`config.mk`:
```
export PLATFORM = sky130hd
export DESIGN_NAME = decimacao_stream
export DESIGN_NICKNAME = d
export VERILOG_FILES = /design/src/rtl/decim_pkg.sv /design/src/rtl/decim_linha_acc.sv /design/src/rtl/decimacao_stream.sv
export SDC_FILE = /design/constraint.sdc
export NUM_CORES = 2
export LEC_CHECK = 0
export ABC_AREA = 1
export CAP_MARGIN = 20
export CORE_MARGIN = 4
export CORE_UTILIZATION = 50
export CTS_BUF_LIST = sky130_fd_sc_hd__clkbuf_16
export DETAILED_ROUTE_END_ITERATION = 12
export GPL_TIMING_DRIVEN = 0
export PLACE_DENSITY = 0.66
export SETUP_SLACK_MARGIN = 0.2
export SLEW_MARGIN = 5
export SYNTH_ARGS = -nofsm -noshare
export SYNTH_HDL_FRONTEND = slang
export SYNTH_SLANG_ARGS = --single-unit
export TNS_END_PERCENT = 10
```
`constraint.sdc`:
```
create_clock -name clk -period 13.4 [get_ports clk]
set_input_delay 2.68 -clock clk [delete_from_list [all_inputs] [get_ports clk]]
set_output_delay 2.68 -clock clk [all_outputs]
set_load 0.005 [all_outputs]
```
`src/rtl/decim_pkg.sv`:
```
// Shared types and helper functions for the streaming frame decimator.
package decim_pkg;

    typedef enum logic {
        DECIM_DROP = 1'b0,
        DECIM_AVG  = 1'b1
    } decim_mode_t;

    function automatic int acc_width(input int pixel_w, input int max_log2);
        return pixel_w + 32'sd2 * max_log2;
    endfunction

    function automatic logic [1:0] clamp_log2(input logic [1:0] cfg, input logic [1:0] max_log2);
        logic [1:0] res;
        if (cfg > max_log2) begin
            res = max_log2;
        end else begin
            res = cfg;
        end
        return res;
    endfunction

endpackage

```
`src/rtl/decim_linha_acc.sv`:
```
// Row accumulator: one partial block sum per output column, combinational read,
// synchronous write-or-accumulate.
module decim_linha_acc
    import decim_pkg::*;
#(
    parameter int DEPTH   = 160,
    parameter int PIXEL_W = 8,
    parameter int ACC_W   = acc_width(PIXEL_W, 32'sd2),
    parameter int IDX_W   = 8
) (
    input  logic               clk,
    input  logic               wr_en,
    input  logic               wr_first,
    input  logic [IDX_W-1:0]   idx,
    input  logic [PIXEL_W-1:0] din,
    output logic [ACC_W-1:0]   rd_data
);

    logic [ACC_W-1:0] mem_r [DEPTH];
    logic [ACC_W-1:0] wr_data_s;

    assign rd_data = mem_r[idx];

    // Select between starting a fresh block sum and adding to the stored one.
    always_comb begin
        wr_data_s = '0;
        if (wr_first) begin
            wr_data_s = ACC_W'(din);
        end else begin
            wr_data_s = rd_data + ACC_W'(din);
        end
    end

    // Storage update; no reset because a block's first pixel always overwrites.
    always_ff @(posedge clk) begin
        if (wr_en) begin
            mem_r[idx] <= wr_data_s;
        end
    end

endmodule

```
`src/rtl/decimacao_stream.sv`:
```
// Streaming power-of-two frame decimator (drop or rounded block mean) with
// valid/ready handshake on both sides and a single-entry output register.
module decimacao_stream
    import decim_pkg::*;
#(
    parameter int IMG_W    = 160,
    parameter int IMG_H    = 120,
    parameter int PIXEL_W  = 8,
    parameter int MAX_LOG2 = 2
) (
    input  logic               clk,
    input  logic               rst_n,
    input  logic [1:0]         cfg_log2,
    input  logic               cfg_mode,
    input  logic [PIXEL_W-1:0] in_pixel,
    input  logic               in_valid,
    input  logic               in_sof,
    output logic               in_ready,
    output logic [PIXEL_W-1:0] out_pixel,
    output logic               out_valid,
    input  logic               out_ready,
    output logic               out_sof,
    output logic               out_eol,
    output logic               frame_done
);

    localparam int XW = $clog2(IMG_W + 32'sd1);
    localparam int YW = $clog2(IMG_H + 32'sd1);
    localparam int AW = acc_width(PIXEL_W, MAX_LOG2);
    localparam int SW = AW + 32'sd1;
    localparam logic [1:0]    K_MAX  = 2'(MAX_LOG2);
    localparam logic [XW-1:0] X_ONE  = XW'(1'b1);
    localparam logic [YW-1:0] Y_ONE  = YW'(1'b1);
    localparam logic [SW-1:0] S_ONE  = SW'(1'b1);
    localparam logic [XW-1:0] X_FULL = XW'(IMG_W);
    localparam logic [YW-1:0] Y_FULL = YW'(IMG_H);
    localparam logic [XW-1:0] X_LAST = XW'(IMG_W - 32'sd1);
    localparam logic [YW-1:0] Y_LAST = YW'(IMG_H - 32'sd1);

    logic [XW-1:0]      x_r, cur_x_s, x_next_s, x_mask_s, ox_s, ox_last_s;
    logic [YW-1:0]      y_r, cur_y_s, y_next_s, y_mask_s, oy_s, oy_last_s;
    logic [1:0]         k_r, eff_k_s;
    decim_mode_t        mode_r, eff_mode_s;
    logic               xfer_s, frame_start_s, blk_first_s, blk_last_s, gen_s, acc_we_s, last_s;
    logic [2:0]         sh2k_s;
    logic [AW-1:0]      acc_rd_s, acc_term_s;
    logic [SW-1:0]      round_s, sum_s;
    logic [PIXEL_W-1:0] avg_s, res_pixel_s;
    logic [PIXEL_W-1:0] out_pixel_r;
    logic               out_valid_r, out_sof_r, out_eol_r, out_last_r, frame_done_r;

    assign in_ready   = !out_valid_r || out_ready;
    assign xfer_s     = in_valid && in_ready;
    assign out_pixel  = out_pixel_r;
    assign out_valid  = out_valid_r;
    assign out_sof    = out_sof_r;
    assign out_eol    = out_eol_r;
    assign frame_done = frame_done_r;

    // Decode position, effective configuration and output trigger for the pixel on the bus.
    always_comb begin
        cur_x_s = x_r;
        cur_y_s = y_r;
        eff_k_s = k_r;
        eff_mode_s = mode_r;
        x_next_s = '0;
        y_next_s = '0;
        round_s = '0;
        gen_s = 1'b0;
        res_pixel_s = '0;
        if (in_sof) begin
            cur_x_s = '0;
            cur_y_s = '0;
        end else begin
            cur_x_s = x_r;
            cur_y_s = y_r;
        end
        frame_start_s = (cur_x_s == '0) && (cur_y_s == '0);
        // Configuration only takes effect on the first pixel of a frame.
        if (frame_start_s) begin
            eff_k_s = clamp_log2(cfg_log2, K_MAX);
            eff_mode_s = decim_mode_t'(cfg_mode);
        end else begin
            eff_k_s = k_r;
            eff_mode_s = mode_r;
        end
        x_mask_s    = (X_ONE << eff_k_s) - X_ONE;
        y_mask_s    = (Y_ONE << eff_k_s) - Y_ONE;
        blk_first_s = ((cur_x_s & x_mask_s) == '0) && ((cur_y_s & y_mask_s) == '0);
        blk_last_s  = ((cur_x_s & x_mask_s) == x_mask_s) && ((cur_y_s & y_mask_s) == y_mask_s);
        ox_s        = cur_x_s >> eff_k_s;
        oy_s        = cur_y_s >> eff_k_s;
        ox_last_s   = (X_FULL >> eff_k_s) - X_ONE;
        oy_last_s   = (Y_FULL >> eff_k_s) - Y_ONE;
        last_s      = (ox_s == ox_last_s) && (oy_s == oy_last_s);
        sh2k_s      = {1'b0, eff_k_s} << 1'b1;
        if (eff_k_s == 2'd0) begin
            round_s = '0;
        end else begin
            round_s = S_ONE << (sh2k_s - 3'd1);
        end
        // A single-pixel block has no earlier partial sum to add.
        acc_term_s = blk_first_s ? '0 : acc_rd_s;
        sum_s      = SW'(acc_term_s) + SW'(in_pixel) + round_s;
        avg_s      = PIXEL_W'(sum_s >> sh2k_s);
        if (eff_mode_s == DECIM_AVG) begin
            gen_s = blk_last_s;
            res_pixel_s = avg_s;
        end else begin
            gen_s = blk_first_s;
            res_pixel_s = in_pixel;
        end
        acc_we_s = xfer_s && (eff_mode_s == DECIM_AVG);
        if (cur_x_s == X_LAST) begin
            x_next_s = '0;
            if (cur_y_s == Y_LAST) begin
                y_next_s = '0;
            end else begin
                y_next_s = cur_y_s + Y_ONE;
            end
        end else begin
            x_next_s = cur_x_s + X_ONE;
            y_next_s = cur_y_s;
        end
    end

    decim_linha_acc #(
        .DEPTH  (IMG_W),
        .PIXEL_W(PIXEL_W),
        .ACC_W  (AW),
        .IDX_W  (XW)
    ) u_acc (
        .clk     (clk),
        .wr_en   (acc_we_s),
        .wr_first(blk_first_s),
        .idx     (ox_s),
        .din     (in_pixel),
        .rd_data (acc_rd_s)
    );

    // Raster counters and per-frame configuration latch.
    always_ff @(posedge clk or negedge rst_n) begin
        if (!rst_n) begin
            x_r    <= '0;
            y_r    <= '0;
            k_r    <= K_MAX;
            mode_r <= DECIM_DROP;
        end else if (xfer_s) begin
            x_r    <= x_next_s;
            y_r    <= y_next_s;
            k_r    <= eff_k_s;
            mode_r <= eff_mode_s;
        end
    end

    // Single-entry output register, held while downstream stalls, plus end-of-frame pulse.
    always_ff @(posedge clk or negedge rst_n) begin
        if (!rst_n) begin
            out_valid_r  <= 1'b0;
            out_pixel_r  <= '0;
            out_sof_r    <= 1'b0;
            out_eol_r    <= 1'b0;
            out_last_r   <= 1'b0;
            frame_done_r <= 1'b0;
        end else begin
            frame_done_r <= out_valid_r && out_ready && out_last_r;
            if (xfer_s && gen_s) begin
                out_valid_r <= 1'b1;
                out_pixel_r <= res_pixel_s;
                out_sof_r   <= (ox_s == '0) && (oy_s == '0);
                out_eol_r   <= (ox_s == ox_last_s);
                out_last_r  <= last_s;
            end else if (out_ready) begin
                out_valid_r <= 1'b0;
            end
        end
    end

endmodule

```
# After elaboration in Yosys (flattened, before gate mapping)
# Memory sizes are Yosys's and may differ from the RTL's.
# Index checks and enable logic that the tools add are counted.
# op_classes
n_reduce_logical,20
bitwise,2
div,0
shifts,8
n_eq_ne,6
add_sub_neg,10
order_cmp,1
muxes,17
mul,0
# op_table
operator,count
8-bit zero test,3
12-bit 2-to-1 mux,2
8-bit 2-to-1 mux,3
7-bit zero test,3
7-bit 2-to-1 mux,3
8-bit == test,2
8-bit by 1-bit subtractor with 8-bit output (second input constant),2
7-bit == test,2
7-bit by 1-bit subtractor with 7-bit output (second input constant),2
12-bit by 8-bit adder with 13-bit output,1
13-bit adder,1
13-bit 2-to-1 mux,1
1-bit by 3-bit left shift with 13-bit output (first input constant),1
13-bit by 3-bit right shift with 8-bit output,1
12-bit by 8-bit adder with 12-bit output,1
1-bit logical AND,10
8-bit by 1-bit adder with 8-bit output (second input constant),1
8-bit AND,1
8-bit == test (second input constant),1
1-bit by 2-bit left shift with 8-bit output (first input constant),1
8-bit by 2-bit right shift with 8-bit output,1
8-bit by 2-bit right shift with 8-bit output (first input constant),1
7-bit by 1-bit adder with 7-bit output (second input constant),1
7-bit AND,1
12 further kinds,18
# word_totals
latchBits,0
memories,1
input_bits,16
ram_bits,1920
regBits,31
romBits,0
word_cells,75
# memory_table
name,depth,width,rd,rd_clocked_by_memory_dff,write_ports,line,text
u_acc.mem_r,160,12,1,0,1,decim_linha_acc.sv:19,logic [ACC_W-1:0] mem_r [DEPTH];

# Depth between registers and ports, before layout
# depth
ltp_word,14
depth_mapped,43
mapped_depth_nobuf,40

# Modules after synthesis
# A second synthesis with hierarchy kept.
# unflattened
cells_unflattened,5575
hier_area_um2,77048.9
# modules_own_cells
module,instances,seq_area_each_um2,cells_per_inst,area_per_inst_um2
decim_linha_acc,1,57655.3,5005,73355.4
decimacao_stream,1,777.0,570,3693.5

# Least setup slack after synthesis
# OpenSTA, ideal clock, no wires.
# synth_path
path_type,input-to-reg
from,in in_sof
to,"mem u_acc.mem_r[0][7] (netlist bit), data pin"
stages,35
setup_time_ns,1.444
t_arrival_ns,12.927
slack_ns,-0.971
required_ns,11.956
path_buffers,6
cell_sequence,buf_6 > nor2_1 > inv_1 > ha_1 > nand3_2 > nor2_4 > nand2_4 > nand2_2 > nand2_1 > buf_6 > nand2_4 > o21ai_4 > nand2_1 > o21ai_2 > nand2_1 > inv_2 > buf_4 > buf_4 > buf_4 > clkbuf_1 > o21ai_0 > nand4_1 > nand2_1 > nand4_1 > nand2_1 > nand3_1 > inv_1 > ha_1 > a21o_1 > a21oi_1 > o21ai_0 > a21oi_1 > o21bai_1 > xnor2_1 > o21ai_0
# synth_via
elab_chain_len,10
elab_cells_between_ends,19
# synth_rtl
element,line,text
"start, declared",decimacao_stream.sv:17,"input logic in_sof,"
"parallel branches: the longest is 9 deep, another holds memory 160 x 12 bit",--,
12-bit 2-to-1 mux (*),decim_linha_acc.sv:27,if (wr_first) begin
net u_acc.wr_data_s[7],decim_linha_acc.sv:20,logic [ACC_W-1:0] wr_data_s;
"end, declared",decim_linha_acc.sv:19,
# Mark *: on every way through the listed nets, which the timed path passes.

# Worst setup path after layout
# layout_path
from,in in_sof
to,"mem u_acc.mem_r[27][11] (netlist bit), data pin"
# Same word-level chain as after synthesis.

==> metrics.md <==
| Metric | Value |
|---|---|
| Reg-to-Reg Start | y_r[1]$_DFFE_PN0P_ |
| Period utilization | around 90% |
| Setup Slack @ Placement | 1.04 ns |
| IO Port Bufs | 27 |
| R2R Path End | u_acc.mem_r[27][11]$_DFFE_PP_ |
| XOR/XNOR share of the synthesized area | 0.229% |
| Min-delay src | out_eol$_DFFE_PN0P_ |
| RSZ-0062 raised after global routing | no |
| Initial Util | around half |
| Final-report setup violation count | 0 |
| WHS Endpoint | out_eol$_DFFE_PN0P_ |
| Synth Area in Simple Gates | around a tenth |
| Post-synth EDFFs | about 1900 |
| Number of global-route vias before repair | 50100 |
| Netlist Area Pre-Place | between 70000 and 80000 sq um |
| Max clock buf depth | 3 |
| CP Max Fanout | 40 |
| Hold_ws | 0.481 ns |
| Multiplexer share of the synthesized area | 0.0131% |
| Initial antenna violation count | 19 |
| Hold buffers post-CTS | 0 |
| Max Clk Rate | between 80 and 90 MHz |
| Synth async-reset ratio | 1.59% |
| Crit path launch type | input pin |
| Final hold violation count | 0 |
| Final wirelength | 325000 microns |
| CP max-delay cell | o21ai_2 |
| Vias per std cell | slightly below 7 |
| Post-route ant nets | 0 |
| Critical path endpoint category | flip-flop |
| Top_reg_cell synth | edfxtp_1 |
| Post-synthesis sequential area ratio | between 70 and 80% |
| Post-CTS Resized | 0 |
| Largest family of logic cells by synthesized area | compound AO/OA/AOI/OAI gates |
| Layout cells sized above 1 | between 10% and 20% |
| First DRT Iteration DRCs | 11600 |
| Mapped Nets | roughly 5600 |
| Post-synthesis compound-gate area fraction | 10.5% |
| Total number of vias | between 50000 and 60000 |
| Leak | between 30 and 40 nW |
| Area growth from synthesis to layout | 18.8% |
| Worst slew pin tran | 1.38 ns |
| CTS Buf Count | 190 |
| Adder-Cell Fraction of Synth Area | less than 1% |
| Final WS setup | ~1.2 ns |
| Clk_lat worst skew | approximately 0.86 ns |
| Global placement routability congestion | slightly below 1 |
| Max cap viols | 0 |
| Global-route wire length before repair | 427000 microns |
| CP peak stage delay | approximately 0.88 ns |
| Drt pass-1 iters | 11 |
| IO Count | 29 |
| Period minus WS final | around 12 ns |
| Detailed placement HPWL | around 210000 microns |
| Synthesized instance count | about 5600 |
| Relative slew slack | approximately 7.4% |
| Clock skew | about 0.043 ns |
| Inst Count DP | 7782 |
| WL/cell | 39.9 microns |
| Worst vdd ir | roughly 0.00015 V |
| Synth cell types | 58 |
| Die footprint | 159000 sq um |
| Clk sinks | between 1500 and 2000 |
| Flop2flop setup slack | 2.77 ns |
| DRC | 0 |
| Largest net degree at the start of global routing | approximately 70 |
| Die Ht | around 400 microns |
| Synthesized flop and latch total | 1951 |
| Setup bufs post-CTS | 0 |
| Syn avg cell area | 13.8 sq um |
| PwrDens | 257 nW/um^2 |
| Hold path depth | 1 |
| Core ar. | around 150000 sq um |
| CTS tree | yes |
| Critical Path RT | 14.08 ns |
| GRT Residual Overflow | 0 |
| H-tree levels | 4 |
| Worst Setup Path Type | in2reg |
| Reg2Reg Depth | 37 |
| Sum of negative setup slack | 0 ns |
| Width of the die | roughly 400 microns |
| Yosys warnings | 0 |
| Worst Hold Class | reg2reg |
| Status | finished clean |
| Arr. time, crit path | around 13 ns |
| Total power | ~23 mW |
| Tot GR Track Use | roughly 40% |
| Nets@finish | about 6000 |
| Final slew viol count | 0 |
| Final non-filler cell total | ~8200 |
| CTS Root Cell | clkbuf_16 |
| Clk pin slew, worst setup/hold paths | around 0.06 ns |
| Std-Cell Rows | 143 |
where the power goes:
part	total [mW]	leakage [nW]	internal, mW	switching, mW
Sequential	8.20	17.8	8.18	0.0227
Combinational	9.86	9.74	2.50	7.36
Clock	5.29	3.11	2.93	2.36
Total	23.3	30.7	13.6	9.74
final cells by class:
cell class,instances,area (sq um)
diodes,23,57.6
plain buffers,324,1620
clock buffers,194,4850
clock inverters,149,1190
fillers,11300,61200
inverters,132,498
multi-input cells,3143,17100
flip-flops and latches,1951,58400
well taps,2030,2540
repair buffers,209,4440
worst max-delay path: cells and delay by family:
family / cells / cell delay [ns]
buffers and inverters: 12 / 3.49
and+or+nand+nor: 13 / 2.43
adders and majority gates: 2 / 0.63
AOI/OAI and AO/OA: 10 / 3.54
stage by stage:
step	utilization, %	area [sq um]
2_1_floorplan	-	76400
3_3_place_gp	52.1	79200
3_5_place_dp	55.6	84500
4_1_cts	59.6	90600
5_1_grt	59.7	90700
6_report	59.7	90700
sequential cells by signal (all words and copies together) (netlist names), 2 cells and up:
signal,flops
u_acc.mem_r,1920
y_r,7
out_pixel,8
x_r,8
k_r,2
logic make-up (layout without fill, tap and decap cells):
kind of cell	Yosys count	count (layout)
DFF	1951	1951
and+or+nand+nor	1761	1761
AOI/OAI and AO/OA	1322	1322
buffers and inverters	456	1008
adders and majority gates	39	39
xor gates and xnor gates	20	20
muxes	1	1
other	0	23
metal layers:
metal | vias to the layer above | wire (microns) | share of wire (%) | global-route usage (%)
met5 | - | 899 | 0.28 | 3.73
met4 | 29 | 29700 | 9.1 | 28.3
met3 | 1433 | 62800 | 19 | 23.0
met2 | 5724 | 128000 | 39 | 53.3
met1 | 27200 | 104000 | 32 | 48.8
li1 | 21800 | - | - | -
layout by cell type (no fill, tap or decap), drive strengths merged, types with 2 or more instances in the layout:
cell type and n:
a221oi 4, a21oi 66, o21ai 457, clkdlybuf4s50 26, nand2 1129, a31oi 4, nand3 135, o22a 22
xnor2 12, nor2 418, nor4 5, o21bai 7, fa 6, bufinv 16, clkinv 85, a211oi 2
a21o 3, clkbuf 268, o22ai 615, o221ai 21, inv 175, ha 33, o211ai 4, nand4 61
o21a 2, nor3 7, and2 3, dfrtp 30, xor2 8, a22oi 89, a22o 5, buf 433
o32ai 2, a41oi 12, clkinvlp 5, edfxtp 1920, a32o 2, diode 23
synth_stat cells (all sizes together) (5+ instances only):
master / number / area share [%]
o22a: 22 / 0.25
buf: 250 / 1.7
inv: 129 / 0.64
nand3: 135 / 0.92
nor4: 5 / 0.041
nor2: 418 / 2.1
ha: 33 / 0.54
o22ai: 615 / 5.0
xor2: 8 / 0.092
a21oi: 66 / 0.43
o221ai: 21 / 0.24
a22oi: 89 / 0.87
nor3: 7 / 0.046
dfrtp: 30 / 0.98
xnor2: 12 / 0.14
o21bai: 7 / 0.069
a22o: 5 / 0.057
edfxtp: 1920 / 75
fa: 6 / 0.16
a41oi: 12 / 0.14
nand4: 61 / 0.50
o21ai: 457 / 3.1
clkbuf: 74 / 0.37
nand2: 1129 / 5.6
worst max-delay path by stage:
stage | from | end | cells past startpoint
3_3_place_gp | in_sof | u_acc.mem_r[78][2]$_DFFE_PP_ | 28
6_report | in_sof | u_acc.mem_r[27][11]$_DFFE_PP_ | 37
2_1_floorplan | in_sof | u_acc.mem_r[0][2]$_DFFE_PP_ | 30
5_1_grt | in_sof | u_acc.mem_r[63][11]$_DFFE_PP_ | 37
3_5_place_dp | in_sof | u_acc.mem_r[62][11]$_DFFE_PP_ | 37
4_1_cts | in_sof | u_acc.mem_r[27][11]$_DFFE_PP_ | 37
Power figures use the tool's default switching activity.
